$ cat src/rtl/dmem_arb_pkg.sv
// Shared types and constants for the DMEM arbiter slice.
package dmem_arb_pkg;

  localparam int ADDR_W         = 32;
  localparam int DATA_W         = 32;
  localparam int WE_W           = 4;
  localparam int STARVE_MAX_DEF = 8;

  typedef enum logic [1:0] {
    IDLE     = 2'd0,
    CPU_RESP = 2'd1,
    DMA_RESP = 2'd2
  } arb_state_t;

  // DMEM is word-addressed on the port: byte offset bits are forced to zero.
  function automatic logic [ADDR_W-1:0] word_addr(input logic [ADDR_W-1:0] a);
    return a & {{(ADDR_W-2){1'b1}}, 2'b00};
  endfunction

endpackage

$ cat src/rtl/dmem_starve_ctr.sv
// Saturating wait counter used to bound how long DMA can be held off by the CPU.
module dmem_starve_ctr #(
  parameter int MAX = 8
) (
  input  logic clk,
  input  logic reset_n,
  input  logic inc,
  input  logic clr,
  output logic at_max
);

  localparam int W = $clog2(MAX + 1);
  localparam logic [W-1:0] MAX_V  = W'(MAX);
  localparam logic [W-1:0] ONE_V  = W'(1);
  localparam logic [W-1:0] ZERO_V = {W{1'b0}};

  logic [W-1:0] cnt_r;

  // Count waiting cycles, stop at MAX, clear takes precedence over increment.
  always_ff @(posedge clk or negedge reset_n) begin
    if (!reset_n) begin
      cnt_r <= ZERO_V;
    end else if (clr) begin
      cnt_r <= ZERO_V;
    end else if (inc && (cnt_r != MAX_V)) begin
      cnt_r <= cnt_r + ONE_V;
    end else begin
      cnt_r <= cnt_r;
    end
  end

  assign at_max = (cnt_r == MAX_V);

endmodule

$ cat src/rtl/dmem_arbiter.sv
// Two-requester DMEM arbiter: CPU priority, DMA anti-starvation, one-cycle read latency.
module dmem_arbiter
  import dmem_arb_pkg::*;
#(
  parameter int STARVE_MAX = STARVE_MAX_DEF
) (
  input  logic              clk,
  input  logic              reset_n,
  input  logic              cpu_req,
  input  logic [ADDR_W-1:0] cpu_addr,
  input  logic [WE_W-1:0]   cpu_we,
  input  logic [DATA_W-1:0] cpu_wdata,
  output logic              cpu_gnt,
  output logic              cpu_rvalid,
  output logic [DATA_W-1:0] cpu_rdata,
  input  logic              dma_req,
  input  logic [ADDR_W-1:0] dma_addr,
  input  logic [WE_W-1:0]   dma_we,
  input  logic [DATA_W-1:0] dma_wdata,
  output logic              dma_gnt,
  output logic              dma_rvalid,
  output logic [DATA_W-1:0] dma_rdata,
  output logic              m_en,
  output logic [ADDR_W-1:0] m_addr,
  output logic [WE_W-1:0]   m_we,
  output logic [DATA_W-1:0] m_wdata,
  input  logic [DATA_W-1:0] m_rdata
);

  localparam logic [WE_W-1:0] WE_READ = {WE_W{1'b0}};

  arb_state_t state_r;
  arb_state_t state_next_s;
  logic       at_max_s;
  logic       cpu_win_s;
  logic       dma_win_s;
  logic       starve_inc_s;
  logic       starve_clr_s;
  logic       cpu_rvalid_r;
  logic       dma_rvalid_r;

  // CPU wins a tie unless DMA has waited long enough to force its turn.
  assign cpu_win_s = cpu_req & ~(dma_req & at_max_s);
  assign dma_win_s = dma_req & ~cpu_win_s;

  // Grant, port mux and next-state decode; only IDLE issues accesses.
  always_comb begin
    state_next_s = state_r;
    cpu_gnt      = 1'b0;
    dma_gnt      = 1'b0;
    m_en         = 1'b0;
    m_addr       = {ADDR_W{1'b0}};
    m_we         = {WE_W{1'b0}};
    m_wdata      = {DATA_W{1'b0}};
    case (state_r)
      IDLE: begin
        if (cpu_win_s) begin
          cpu_gnt = 1'b1;
          m_en    = 1'b1;
          m_addr  = word_addr(cpu_addr);
          m_we    = cpu_we;
          m_wdata = cpu_wdata;
          if (cpu_we == WE_READ) begin
            state_next_s = CPU_RESP;
          end else begin
            state_next_s = IDLE;
          end
        end else if (dma_win_s) begin
          dma_gnt = 1'b1;
          m_en    = 1'b1;
          m_addr  = word_addr(dma_addr);
          m_we    = dma_we;
          m_wdata = dma_wdata;
          if (dma_we == WE_READ) begin
            state_next_s = DMA_RESP;
          end else begin
            state_next_s = IDLE;
          end
        end else begin
          state_next_s = IDLE;
        end
      end
      CPU_RESP: state_next_s = IDLE;
      DMA_RESP: state_next_s = IDLE;
      default:  state_next_s = IDLE;
    endcase
  end

  // State register plus rvalid flags, which mirror entry into the response states.
  always_ff @(posedge clk or negedge reset_n) begin
    if (!reset_n) begin
      state_r      <= IDLE;
      cpu_rvalid_r <= 1'b0;
      dma_rvalid_r <= 1'b0;
    end else begin
      state_r      <= state_next_s;
      cpu_rvalid_r <= (state_next_s == CPU_RESP);
      dma_rvalid_r <= (state_next_s == DMA_RESP);
    end
  end

  assign cpu_rvalid = cpu_rvalid_r;
  assign dma_rvalid = dma_rvalid_r;
  assign cpu_rdata  = m_rdata;
  assign dma_rdata  = m_rdata;

  // Counter runs whenever DMA is waiting, including response cycles.
  assign starve_inc_s = dma_req & ~dma_gnt;
  assign starve_clr_s = ~dma_req | dma_gnt;

  dmem_starve_ctr #(
    .MAX (STARVE_MAX)
  ) u_starve (
    .clk     (clk),
    .reset_n (reset_n),
    .inc     (starve_inc_s),
    .clr     (starve_clr_s),
    .at_max  (at_max_s)
  );

endmodule

$ cat config.mk
export PLATFORM = sky130hd
export DESIGN_NAME = dmem_arbiter
export DESIGN_NICKNAME = d
export VERILOG_FILES = /design/src/rtl/dmem_arb_pkg.sv /design/src/rtl/dmem_starve_ctr.sv /design/src/rtl/dmem_arbiter.sv
export SDC_FILE = /design/constraint.sdc
export NUM_CORES = 1
export LEC_CHECK = 0
export BUFFER_PORTS_ARGS = -buffer_cell sky130_fd_sc_hd__buf_2
export CAP_MARGIN = 40
export CORE_AREA = 8 8 112 114
export DETAILED_ROUTE_END_ITERATION = 8
export DIE_AREA = 0 0 120 122
export SLEW_MARGIN = 0
export SYNTH_ARGS = -nofsm -noshare
export SYNTH_HDL_FRONTEND = slang
export SYNTH_SLANG_ARGS = --single-unit
$ cat constraint.sdc
create_clock -name clk -period 3.2 [get_ports clk]
set_input_delay 0.32 -clock clk [delete_from_list [all_inputs] [get_ports clk]]
set_output_delay 0.32 -clock clk [all_outputs]
set_load 0.1 [all_outputs]
# Word-level counts from Yosys, hierarchy flattened
# Cells that the tools add are included.
[word_totals] regBits=8 inputBits=172 out_inout_bits=137 wordCells=46
[op_classes] n_addsub=1 eq_ne=4 muxes=23 bitwise_logic=9 reduce_logical=5
[ops] operator="32-bit two-way mux" n=6
[ops] operator="4-bit two-way mux" n=5
[ops] operator="4-bit logical NOT" n=2
[ops] operator="1-bit two-way mux" n=8
[ops] operator="2-bit two-way mux" n=4
[ops] operator="4-bit by 1-bit adder with 4-bit output (second input constant)" n=1
[ops] operator="1-bit bitwise AND" n=4
[ops] operator="4-bit equality test (second input constant)" n=1
[ops] operator="4-bit != test (second input constant)" n=1
[ops] operator="1-bit NOT" n=4
[ops] operator="2-bit by 1-bit equality test with 1-bit output (second input constant)" n=1
[ops] operator="2-bit equality test (second input constant)" n=1
[ops] operator="2-bit logical NOT" n=1
[ops] operator="2-bit nonzero test" n=1
[ops] operator="1-bit logical AND" n=1
[ops] operator="1-bit OR" n=1

# Longest topological paths before layout
# Gate-level depths: netlist of run 1.
[logic_depth] word_depth=14 depth_mapped=7 mapped_depth_nobuf=5

# Modules after synthesis
# From an unflattened synthesis of run 1, not the netlist that was laid out.
[unflattened] hier_cells=191 hier_area_um2=1592.8
[modules_own_cells] mod="dmem_arbiter" instances=1 cells_per_inst=167 area_per_inst_um2=1360.1 seq_area_each_um2=100.1
[modules_own_cells] mod="dmem_starve_ctr" instances=1 cells_per_inst=24 area_per_inst_um2=232.7 seq_area_each_um2=100.1

# Worst setup path before layout of run 1
# No wires, ideal clock.
[synth_timing] kind="register -> output" startpoint="register u_starve.cnt_r[0]" endpoint="output m_wdata[10]" arrival_time_ns=3.260 t_required_ns=2.880 setup_slack_ns=-0.380 path_stages_with_launch=7 path_buffers=1 cell_sequence="dfrtp_1 inv_1 ha_1 nand4b_4 and2_4 clkbuf_1 o21ai_0"
[synth_between] elab_chain_len=9
[synth_rtl] item="from (decl)" line="dmem_starve_ctr.sv:17" rtl="logic [W-1:0] cnt_r;"
[synth_rtl] item="from (signal assigned)" line="dmem_starve_ctr.sv:26" rtl="cnt_r <= cnt_r + ONE_V;"
[synth_rtl] item="from (signal assigned)" line="dmem_starve_ctr.sv:28" rtl="cnt_r <= cnt_r;"
[synth_rtl] item="4-bit equality test (*)" line="dmem_starve_ctr.sv:32" rtl="assign at_max = (cnt_r == MAX_V);"
[synth_rtl] item="1-bit bitwise AND (*)" line="dmem_arbiter.sv:43" rtl="assign cpu_win_s = cpu_req & ~(dma_req & at_max_s);"
[synth_rtl] item="1-bit NOT (*)" line="dmem_arbiter.sv:43"
[synth_rtl] item="1-bit bitwise AND (*)" line="dmem_arbiter.sv:43"
[synth_rtl] item="1-bit NOT" line="dmem_arbiter.sv:44" rtl="assign dma_win_s = dma_req & ~cpu_win_s;"
[synth_rtl] item="1-bit bitwise AND" line="dmem_arbiter.sv:44"
[synth_rtl] item="32-bit two-way mux" line="dmem_arbiter.sv:68" rtl="end else if (dma_win_s) begin"
[synth_rtl] item="32-bit two-way mux (*)" line="dmem_arbiter.sv:57" rtl="if (cpu_win_s) begin"
[synth_rtl] item="32-bit two-way mux (*)" line="dmem_arbiter.sv:55" rtl="case (state_r)"
[synth_rtl] item="to (decl)" line="dmem_arbiter.sv:26" rtl="output logic [DATA_W-1:0] m_wdata,"
# Mark *: on every way between the ends. The rest lies on a longest branch, timed or not.

# Final worst setup path of run 1
[layout_timing] startpoint="register u_starve.cnt_r[0]" endpoint="output m_wdata[4]"
# The elaborated chain is that of the path after synthesis.

==> results by group, run 1 <==
Outcome
  • Outcome: finished, final reports clean

Global route
  • First-pass GRT wire length: around 16,000 um
  • Antenna violations before repair: 0
  • Total GRT Usage: 13.4%
  • Number of global-route vias before repair: 3,088
  • Largest net degree at the start of global routing: 77
  • Total gr overflow: 0

Clocking
  • Sink Count: 8
  • H-Tree Depth: 1
  • Clk pin slew, worst setup/hold paths: around 0.040 ns
  • Total CTS buffers: 3
  • Clock Latency Late Sink: 0.23 ns
  • CTS root buffer: clkbuf_8
  • Maximum root-to-sink buffer count: 2
  • CTS tree: done

Place
  • DP Area: ~3800 sq um
  • GP Congestion: ~0.77
  • Placed instance count: 595
  • DP HPWL: between 8000 and 9000 um
  • Port buffer count: 206

Cells and area
  • Layout area overhead: 72.0%
  • Sequential cell area: 200 sq um
  • Fill cells: roughly 1,100
  • Final nets: between 600 and 700
  • Diodes inserted: 0
  • Post-route cell area: 3850 sq um
  • Multi-input logic area: between 1000 and 1500 sq um
  • Layout cells sized above 1: 47.5%
  • Non-Filler Instances: between 500 and 600

Timing
  • Slew headroom: 48.1%
  • Post-route setup TNS: 0 ns
  • RSZ-0062 raised after global routing: no
  • Clock skew: ~0.0032 ns
  • Worst-Margin Slew: a little under 0.8 ns
  • Period utilisation layout: between 80% and 90%
  • Final setup violation count: 0
  • Final hold violation count: 0
  • Fin crit period: approximately 2.7 ns
  • Hold Slack: ~0.44 ns
  • Max Slew Vio Count: 0
  • Fmax achieved: between 300 and 400 MHz

Setup path
  • Crit Path Max Fanout: between 60 and 70
  • Internal reg-to-reg setup slack: about 1.6 ns
  • R2r worst-path depth: 5
  • WP data arrival: around 2.4 ns
  • Setup crit start kind: flop
  • Reg-to-reg endpoint: state_r[1]
  • Reg-to-Reg Start: u_starve.cnt_r[0]
  • CP endpoint kind: primary output
  • Crit Path Class: flop to primary output
  • Worst path required time: between 2 and 3 ns

Worst hold path
  • Hold path start: cpu_we[3]
  • Hold EP: cpu_rvalid
  • Hold Crit Class: primary input to flop
  • Hold Path Depth: 3

Floorplanning
  • Core area: between 10,000 and 15,000 sq um
  • Die Y: between 100 and 150 um
  • Die area: around 15,000 sq um
  • Chip Width: roughly 120 um
  • I/O pin total: between 300 and 400
  • Starting Density: between 20% and 30%
  • Placement Rows: 38

Route
  • Vias per Instance: 5.04
  • First-iteration detailed-routing DRC count: 177
  • Via count: 3,018
  • DRT Pass-1 Iters: 4
  • Final WL: around 11,000 um
  • Post-DRT Antenna Nets: 0
  • DR WL/cell: about 18 um
  • Number of remaining DRC errors: 0

Power
  • Power Total: 1.32 mW
  • Pwr dens: around 340 nW/um^2
  • Worst vdd ir: between 0.15 and 0.2 mV
  • LEAKAGE: around 1.8 nW

Synthesis
  • FF+latch count, synth: 8
  • Yosys warning total: 0
  • Post-Syn Instances: 354
  • Distinct cells, synth: 31
  • Sequential area share after synthesis: 8.95%
  • Synthesized area: approximately 2200 sq um
  • Post-Syn Area per Cell: ~6.3 sq um

Job
  • Max-Cap Viols: 0
==> cells in the final DEF (no fill, tap or decap), types with 2 or more instances in the layout <==
master      n
nand4_1    66
dfrtp_1     8
nand3_1    67
nand2_1     6
nor3_1      2
ha_1        2
and4_1      2
buf_12     69
o21ai_0    13
buf_4       4
nor2_1      4
buf_2     139
inv_1       2
conb_1      2
xor2_1      2
clkbuf_8    3
o21ai_1    54
o22ai_1     2
==> layout make-up <==
| type | count | area share, % |
|---|---|---|
| flip-flops and latches | 8 | 5.20 |
| repair buffers | 213 | 55.0 |
| well taps | 140 | 4.55 |
| inverters | 2 | 0.195 |
| multi-input cells | 233 | 34.0 |
| clock buffers | 3 | 1.07 |
==> how the worst max path moves through the flow <==
stage / startpoint / to / slack, ns / cells past startpoint
3_3_place_gp: u_starve.cnt_r[0] / m_wdata[4] / 0.72 / 6
5_1_grt: u_starve.cnt_r[0] / m_wdata[4] / 0.27 / 6
4_1_cts: u_starve.cnt_r[0] / m_wdata[4] / 0.42 / 6
3_5_place_dp: u_starve.cnt_r[0] / m_wdata[4] / 0.67 / 6
6_report: u_starve.cnt_r[0] / m_wdata[4] / 0.45 / 6
2_1_floorplan: u_starve.cnt_r[0] / m_wdata[10] / -0.38 / 6
==> logic make-up (layout without fill, tap and decap cells) <==
| group | after synthesis | count (layout) | synth area share, % |
|---|---|---|---|
| buf+inv | 114 | 218 | 32.8 |
| simple gates | 157 | 157 | 40.4 |
| flops | 8 | 8 | 8.95 |
| other cells | 1 | 2 | 0.168 |
| fa+ha+maj | 2 | 2 | 1.12 |
| xor+xnor | 2 | 2 | 0.783 |
| compound gates | 70 | 70 | 15.8 |
==> Yosys cell counts, drive strengths merged <==
cell type / number / area (sq um)
nor2: 5 / 26.3
xor2: 2 / 17.5
nand3b: 1 / 7.51
conb: 1 / 3.75
nor3b: 1 / 7.51
nand3: 67 / 335
nand4b: 1 / 23.8
inv: 2 / 7.51
or4: 1 / 7.51
clkbuf: 25 / 95.1
o21ai: 67 / 335
dfrtp: 8 / 200
a21oi: 1 / 5.00
nand2: 6 / 22.5
nand4: 66 / 413
and4: 2 / 17.5
and2: 1 / 8.76
or2: 1 / 6.26
nor3: 2 / 10.0
buf: 87 / 631
nor4: 1 / 6.26
ha: 2 / 25.0
o22ai: 2 / 12.5
and3: 1 / 6.26
nand2b: 1 / 6.26
==> critical path: stages (launching register included) <==
cell and delay [ns]:
dfrtp_1 0.38, inv_1 0.07, ha_1 0.24, nand4b_4 0.25, and2_4 0.66, o21ai_0 0.34
buf_12 0.25
==> report_power, final <==
part,total (mW),internal (mW),switching [mW],leakage (nW)
clock network,0.123,0.0816,0.0410,0.0216
registers,0.105,0.104,0.00179,0.110
logic,1.09,0.362,0.729,1.64
==> metal layers <==
layer / up-vias / global-route usage [%] / part of all wire [%]
li1: 1447 / - / -
met1: 1379 / 14.7 / 37
met2: 173 / 24.2 / 50
met3: 19 / 5.46 / 11
met4: 0 / 2.42 / 1.1
met5: - / 0 / 0
==> flip-flops by register name (all words and copies together) (netlist names) <==
signal	cells
u_starve.cnt_r	4
state_r	2
cpu_rvalid	1
dma_rvalid	1
==> repair_timing <==
action | CTS | global route
resized for setup | 0 | 0
buffers inserted | 0 | 0
hold buffers | 1 | 0
hold endpoints to repair | 8 | 0
==> through the flow <==
| step | worst slack (ns) | utilization (%) |
|---|---|---|
| finish | 0.455 | 36.0 |
| global route | 0.271 | 36.0 |
| CTS | 0.423 | 36.0 |
| detailed placement | 0.673 | 35.5 |
| global placement | 0.720 | 35.5 |
| floorplan | -0.380 | - |
No activity file was read; power rests on OpenSTA's default activity.
==> run 2, diff against run 1 <==
--- a/config.mk
+++ b/config.mk
@@ -7,7 +7,8 @@
 export LEC_CHECK = 0
+export ABC_AREA = 1
 export BUFFER_PORTS_ARGS = -buffer_cell sky130_fd_sc_hd__buf_2
 export CAP_MARGIN = 40
-export CORE_AREA = 8 8 112 114
+export CORE_AREA = 8 8 113 115
 export DETAILED_ROUTE_END_ITERATION = 8
-export DIE_AREA = 0 0 120 122
+export DIE_AREA = 0 0 121 123
 export SLEW_MARGIN = 0
==> constraint.sdc (replaced) <==
create_clock -name clk -period 3.2 [get_ports clk]
set_input_delay 0 -clock clk [delete_from_list [all_inputs] [get_ports clk]]
set_output_delay 0 -clock clk [all_outputs]
set_load 0.1 [all_outputs]
==> run 2 against run 1 <==
Non-clock buffer count decreased by 3. Sequential power about the same. Area after synthesis decreased by 20%. Wire length decreased by 30%. Combinational power decreased by 26%. Clock power increased by 68%. Global-route usage decreased by 4.8 points. Critical endpoint is now m_wdata[8].
==> results by group, run 2 <==
Outcome
  • Outcome: finished, final reports clean

Worst hold path
  • Hold path start: m_rdata[23]
  • Hold Path Depth: 0 (-3)
  • Hold EP: cpu_rdata[23]
  • Hold Crit Class: primary input to primary output

Clocking
  • Post-CTS setup buffers: 0 (unchanged)
  • Sink Count: 8 (unchanged)
  • Maximum root-to-sink buffer count: 2 (unchanged)
  • # resized after CTS: 0 (unchanged)
  • CTS root buffer: clkbuf_16
  • Clock Latency Late Sink: 0.23 ns (about the same)
  • H-Tree Depth: 1 (unchanged)
  • Hold_buf cts: 1 (unchanged)
  • CTS tree: done
  • Clk pin slew, worst setup/hold paths: 0.03 ns (about the same)
  • Total CTS buffers: 3 (unchanged)

Setup path
  • CP endpoint kind: primary output
  • Reg-to-Reg Start: u_starve.cnt_r[0]
  • Critical path, cell by cell: inv_1 > ha_1 > nand2_1 > inv_1 > nand2_2 > nand2_4 > nand2_4 > clkinv_2 > buf_12 > nand2_1 > nand2_1 > buf_2
  • Crit Path Class: flop to primary output
  • Worst path slowest cell: buf_2
  • CP most frequent cell: nand2_1
  • Crit Path Max Fanout: 37 (-44%)
  • Reg-to-reg endpoint: u_starve.cnt_r[3]
  • Worst path required time: 3.20 ns (+0.32 ns)
  • Setup crit start kind: flop
  • Slowest cell delay on critical path: 0.43 ns (-0.23 ns)
  • R2r worst-path depth: 10 (+5)
  • Internal reg-to-reg setup slack: 1.32 ns (-0.32 ns)
  • WP data arrival: 2.38 ns (-0.05 ns)

Synthesis
  • Top_reg_cell synth: dfrtp_1
  • Synthesized area: 1780 sq um (-20%)
  • Post-synthesis async set-or-reset flop share: 100% (unchanged)
  • Post-Syn Instances: 325 (-8.2%)
  • Post-Syn Area per Cell: 5.49 sq um (-13%)
  • Top-area cell type share of the netlist area: 41.1% (+18 points)
  • Top post-synthesis cells by count: 195 x nand2_1, 68 x buf_4, 10 x inv_1
  • Distinct cells, synth: 26 (-16%)
  • FF+latch count, synth: 8 (unchanged)
  • EDFF count, synth: 0 (unchanged)
  • Main area contributors after synthesis: nand2_1 41%, buf_4 29%, dfrtp_1 11%
  • Yosys warning total: 0 (unchanged)
  • Area leader, netlist: nand2_1
  • Most numerous cell in the Yosys netlist: nand2_1
  • Sequential area share after synthesis: 11.2% (+2.3 points)

Floorplanning
  • Die Y: 123 um (+0.82%)
  • Starting Density: 16.1% (-4.8 points)
  • Die area: 14,900 sq um (+1.7%)
  • I/O pin total: 309 (unchanged)
  • Placement Rows: 39 (+2.6%)
  • Core area: 11,100 sq um (+3.5%)
  • Chip Width: 121 um (+0.83%)

Timing
  • Final setup violation count: 0 (unchanged)
  • Period utilisation layout: 74.3% (-12 points)
  • RSZ-0062 raised after global routing: no
  • Slew headroom: 65.7% (+18 points)
  • Fmax achieved: 421 MHz (+16%)
  • Post-route setup TNS: 0 ns (unchanged)
  • Fin crit period: 2.38 ns (-0.369 ns)
  • Max Slew Vio Count: 0 (unchanged)
  • Final hold violation count: 0 (unchanged)
  • Clock skew: 0.00140 ns (-0.00177 ns)
  • Worst-Margin Slew: 0.518 ns (-0.261 ns)
  • Hold Slack: 0.0000691 ns (-0.441 ns)
  • Final WS setup: 0.824 ns (+0.369 ns)

Global route
  • First-pass GRT wire length: 10,600 um (-36%)
  • Antenna violations before repair: 0 (unchanged)
  • Total gr overflow: 0 (unchanged)
  • Number of global-route vias before repair: 2,091 (-32%)
  • Total GRT Usage: 8.66% (-4.8 points)
  • Largest net degree at the start of global routing: 42 (-45%)

Cells and area
  • Most frequent cells in the layout: 206 x buf_2, 195 x nand2_1, 10 x inv_1, 8 x dfrtp_1, 7 x nor2_1
  • Post-route cell area: 2510 sq um (-35%)
  • Largest regs: u_starve.cnt_r x4, state_r x2
  • Diodes inserted: 0 (unchanged)
  • Multi-input logic area: 937 sq um (-28%)
  • Layout area overhead: 40.8%
  • Final nets: 635 (unchanged)
  • Largest Register: u_starve.cnt_r
  • Fill cells: 1,292 (+14%)
  • Layout cells sized above 1: 47.7% (+0.22 points)
  • Number of flip-flops in the largest register: 4 (unchanged)
  • Sequential cell area: 200 sq um (unchanged)
  • Most common cell after layout, fill and taps aside: buf_2

Route
  • DR WL/cell: 12.5 um (-30%)
  • Number of remaining DRC errors: 0 (unchanged)
  • Post-DRT Antenna Nets: 0 (unchanged)
  • DRT Pass-1 Iters: 4 (unchanged)
  • First-iteration detailed-routing DRC count: 53 (-70%)
  • Final WL: 7510 um (-30%)
  • Via count: 2,223 (-26%)
  • Vias per Instance: 3.69 (-27%)

Place
  • GP Congestion: 0.745 (-3.4%)
  • DP Area: 2420 sq um (-36%)
  • DP HPWL: 6600 um (-21%)
  • Port buffer count: 206 (unchanged)
  • Dpl ws: 1.01 ns (+0.341 ns)

Power
  • LEAKAGE: 1.69 nW (-4.5%)
  • Pwr dens: 445 nW/um^2 (+30%)
  • Worst vdd ir: 0.164 mV (-2.0%)

Job
  • Max-Cap Viols: 0 (unchanged)
run 2: changes by cell type in the layout (fill, tap and decap cells not counted), sizes merged, moves of 3 or more:
cell and change:
nand2 +193, nor2 +4, inv +8, nand4 -66, o21ai -65, buf -3
nand3 -64
run 2: cells by family after synthesis:
group | after synthesis | synth area share (%)
other | 1 | 0.210
and+or+nand+nor | 215 | 47.6
buffers and inverters | 91 | 36.4
DFF | 8 | 11.2
AOI/OAI and AO/OA | 6 | 2.10
xor gates and xnor gates | 2 | 0.983
adders and majority gates | 2 | 1.40
run 2: cell type report:
type                       count  area share [%]
inverter                      11            1.69
multi-input combinational    227            37.3
sequential                     8            7.98
tap                          143            7.13
clock buffer                   3            2.99
timing repair buffer         210            42.9
run 2: through the flow:
step	total power, mW	instances	util (%)
floorplan	1.13	326	-
global placement	0.915	598	21.9
detailed placement	0.917	598	21.9
CTS	1.13	602	22.7
global route	1.17	602	22.7
finish	1.12	602	22.7
run 2: worst max-delay path, delay by kind of cell, from the launching register on:
family	cells	cell delay, ns
adder cells (fa/ha/maj)	1	0.14
buffers and inverters	5	1.12
flip-flops	1	0.40
AND/OR/NAND/NOR	6	0.46
run 2: how the worst max path moves through the flow:
stage	start	end
2_1_floorplan	u_starve.cnt_r[0]	m_we[1]
3_3_place_gp	u_starve.cnt_r[0]	m_wdata[16]
3_5_place_dp	u_starve.cnt_r[0]	m_wdata[16]
4_1_cts	u_starve.cnt_r[0]	m_wdata[16]
5_1_grt	u_starve.cnt_r[0]	m_wdata[8]
6_report	u_starve.cnt_r[0]	m_wdata[8]
run 2: per-layer routing:
layer,wire length [um],GRT usage [%]
met5,0,0
met4,303,5.15
met3,1200,4.57
met2,3400,14.0
met1,2610,8.85
run 2: power by group:
part	internal [mW]	switching (mW)	total, mW
Clock	0.161	0.0463	0.207
Sequential	0.104	0.00142	0.105
Combinational	0.142	0.663	0.805
==> run 3, diff against run 2 <==
- ABC_AREA: 1 -> 0
- CORE_AREA: 8 8 113 115 -> 8 8 112 114
- DIE_AREA: 0 0 121 123 -> 0 0 120 122
- clock period: 3.2 -> 2.4 ns (I/O delays scaled with it)
==> run 3 against run 2 <==
Cell count decreased by 0.33%. Register-to-register slack got worse by 0.68 ns. Clock power decreased by 24%. Total power increased by 61%. Worst hold slack about the same. Cell area increased by 61%. Via count increased by 38%. Sequential power increased by 34%. Global-route usage increased by 5.5 points. Core utilization increased by 15 points. Non-clock buffer count increased by 4. Critical endpoint is now cpu_gnt. Largest cell class unchanged. Largest power group unchanged. Highest routed layer unchanged.
==> results by group, run 3 (synthesis results as in run 1) <==
Floorplanning
  • I/O pin total: 309 (unchanged)
  • Placement Rows: 38 (-2.6%)
  • Die Y: 122 um (-0.81%)
  • Core area: 10,700 sq um (-3.4%)
  • Starting Density: 20.9% (+4.8 points)
  • Chip Width: 120 um (-0.83%)
  • Die area: 14,600 sq um (-1.6%)

Route
  • DR WL/cell: 18.0 um (+44%)
  • Vias per Instance: 5.13 (+39%)
  • Post-DRT Antenna Nets: 0 (unchanged)
  • First-iteration detailed-routing DRC count: 201 (+280%)
  • Final WL: 10,800 um (+44%)
  • Via count: 3,076 (+38%)
  • DRT Pass-1 Iters: 4 (unchanged)
  • Number of remaining DRC errors: 0 (unchanged)

Setup path
  • Crit Path Class: flop to primary output
  • Crit Path Max Fanout: 33 (-11%)
  • Worst path required time: 2.40 ns (-0.80 ns)
  • CP endpoint kind: primary output
  • Slowest cell delay on critical path: 0.45 ns (+0.02 ns)
  • WP data arrival: 2.21 ns (-0.17 ns)
  • Setup crit start kind: flop
  • Critical path, cell by cell: inv_1 > ha_1 > nand4b_4 > buf_4 > nand2_1 > nor2_1 > buf_2
  • Worst path slowest cell: buf_2
  • Internal reg-to-reg setup slack: 0.64 ns (-0.68 ns)

Power
  • Worst vdd ir: 0.203 mV (+24%)
  • Pwr dens: 447 nW/um^2 (+0.34%)
  • Power Total: 1.80 mW (+61%)
  • LEAKAGE: 1.84 nW (+8.9%)

Cells and area
  • Non-Filler Instances: 600 (-0.33%)
  • Most common cell after layout, fill and taps aside: buf_2
  • Diodes inserted: 0 (unchanged)
  • Fill cells: 1,078 (-17%)
  • Most frequent cells in the layout: 139 x buf_2, 69 x buf_12, 67 x nand3_1, 66 x nand4_1, 46 x o21ai_2
  • Largest Register: u_starve.cnt_r
  • Layout cells sized above 1: 57.6% (+9.9 points)
  • Layout Utilization: 37.7% (+15 points)
  • Post-route cell area: 4030 sq um (+61%)
  • Layout area overhead: 80.1%
  • Final nets: 636 (+0.16%)
  • Largest regs: u_starve.cnt_r x4, state_r x2
  • Number of flip-flops in the largest register: 4 (unchanged)

Timing
  • Final WS setup: 0.186 ns (-0.638 ns)
  • Worst-Margin Slew: 0.739 ns (+0.221 ns)
  • Slew headroom: 50.7% (-15 points)
  • Clock skew: 0.00351 ns (+0.00211 ns)
  • Hold Slack: 0.0000483 ns (-0.0000208 ns)
  • Final setup violation count: 0 (unchanged)
  • Fmax achieved: ~450 MHz
  • Max Slew Vio Count: 0 (unchanged)
  • Period utilisation layout: between 90 and 100%
  • Post-route setup TNS: 0 ns (unchanged)
  • Final hold violation count: 0 (unchanged)
  • Fin crit period: ~2.2 ns
  • RSZ-0062 raised after global routing: no

Worst hold path
  • Hold Crit Class: primary input to primary output

Clocking
  • # resized after CTS: 0 (unchanged)
  • Maximum root-to-sink buffer count: 2 (unchanged)
  • CTS root buffer: clkbuf_8
  • Clk pin slew, worst setup/hold paths: 0.04 ns (about the same)
  • Total CTS buffers: 3 (unchanged)
  • H-Tree Depth: 1 (unchanged)
  • Hold_buf cts: 1 (unchanged)
  • CTS tree: done
  • Sink Count: 8 (unchanged)
  • Post-CTS setup buffers: 0 (unchanged)
  • Clock Latency Late Sink: 0.22 ns (about the same)

Global route
  • Largest net degree at the start of global routing: 102 (+140%)
  • Most used routing layer: met2
  • Met1 usage: 15.8% (+7.0 points)
  • First-pass GRT wire length: 17,300 um (+64%)
  • Number of global-route vias before repair: 3,197 (+53%)
  • Met3 Track Usage GR: 5.92% (+1.4 points)
  • Total GRT Usage: 14.1% (+5.5 points)
  • Total gr overflow: 0 (unchanged)
  • GR Util met2: 24.6% (+11 points)
  • Antenna violations before repair: 0 (unchanged)

Place
  • Placed instance count: 596 (-0.33%)
  • Dpl ws: 0.419 ns (-0.595 ns)
  • DP Area: 3980 sq um (+64%)
  • Port buffer count: 206 (unchanged)
  • DP HPWL: 8600 um (+30%)
  • GP Congestion: 0.752 (+0.93%)

Outcome
  • Outcome: finished, final reports clean

Job
  • Max-Cap Viols: 0 (unchanged)
## run 3: changes by cell type in the layout (fill, tap and decap cells not counted), sizes merged, moves of 4 or more
cell   delta
nand2   -193
nand4    +66
o21ai    +65
nand3    +64
inv       -8
buf       +4
nor2      -4
## run 3: final timing paths
check	start	endpoint	cells past startpoint
worst max-delay path	u_starve.cnt_r[0]	cpu_gnt	7
worst min-delay path	m_rdata[29]	cpu_rdata[29]	0
worst max register to register	u_starve.cnt_r[0]	state_r[1]	6
worst min register to register	u_starve.cnt_r[0]	u_starve.cnt_r[0]	2
max in group asynchronous	reset_n	u_starve.cnt_r[1]	2
min in group asynchronous	reset_n	u_starve.cnt_r[3]	2
## run 3: per-layer routing
| metal | vias to the layer above | wire length (um) |
|---|---|---|
| met5 | - | 0 |
| met4 | 0 | 153 |
| met3 | 18 | 1150 |
| met2 | 181 | 5300 |
| met1 | 1417 | 4200 |
| li1 | 1460 | - |
## run 3: final cells by class
class | count | area (sq um) | share of cell area [%]
Clock buffer | 3 | 41.3 | 1.02
Inverter | 2 | 7.51 | 0.186
Multi-Input combinational cell | 233 | 1480 | 36.7
Sequential cell | 8 | 200 | 4.97
Tap cell | 140 | 175 | 4.35
Timing Repair Buffer | 214 | 2120 | 52.7
## run 3: critical path: cells and delay by family (launching register included)
| family | cells | cell delay (ns) |
|---|---|---|
| adders and majority gates | 1 | 0.25 |
| DFF | 1 | 0.38 |
| and+or+nand+nor | 3 | 0.49 |
| buffers and inverters | 3 | 0.86 |
## run 3: power by group
group / internal, mW / switching [mW]
clock network: 0.108 / 0.0495
logic: 0.503 / 0.998
registers: 0.138 / 0.00234
total: 0.750 / 1.05
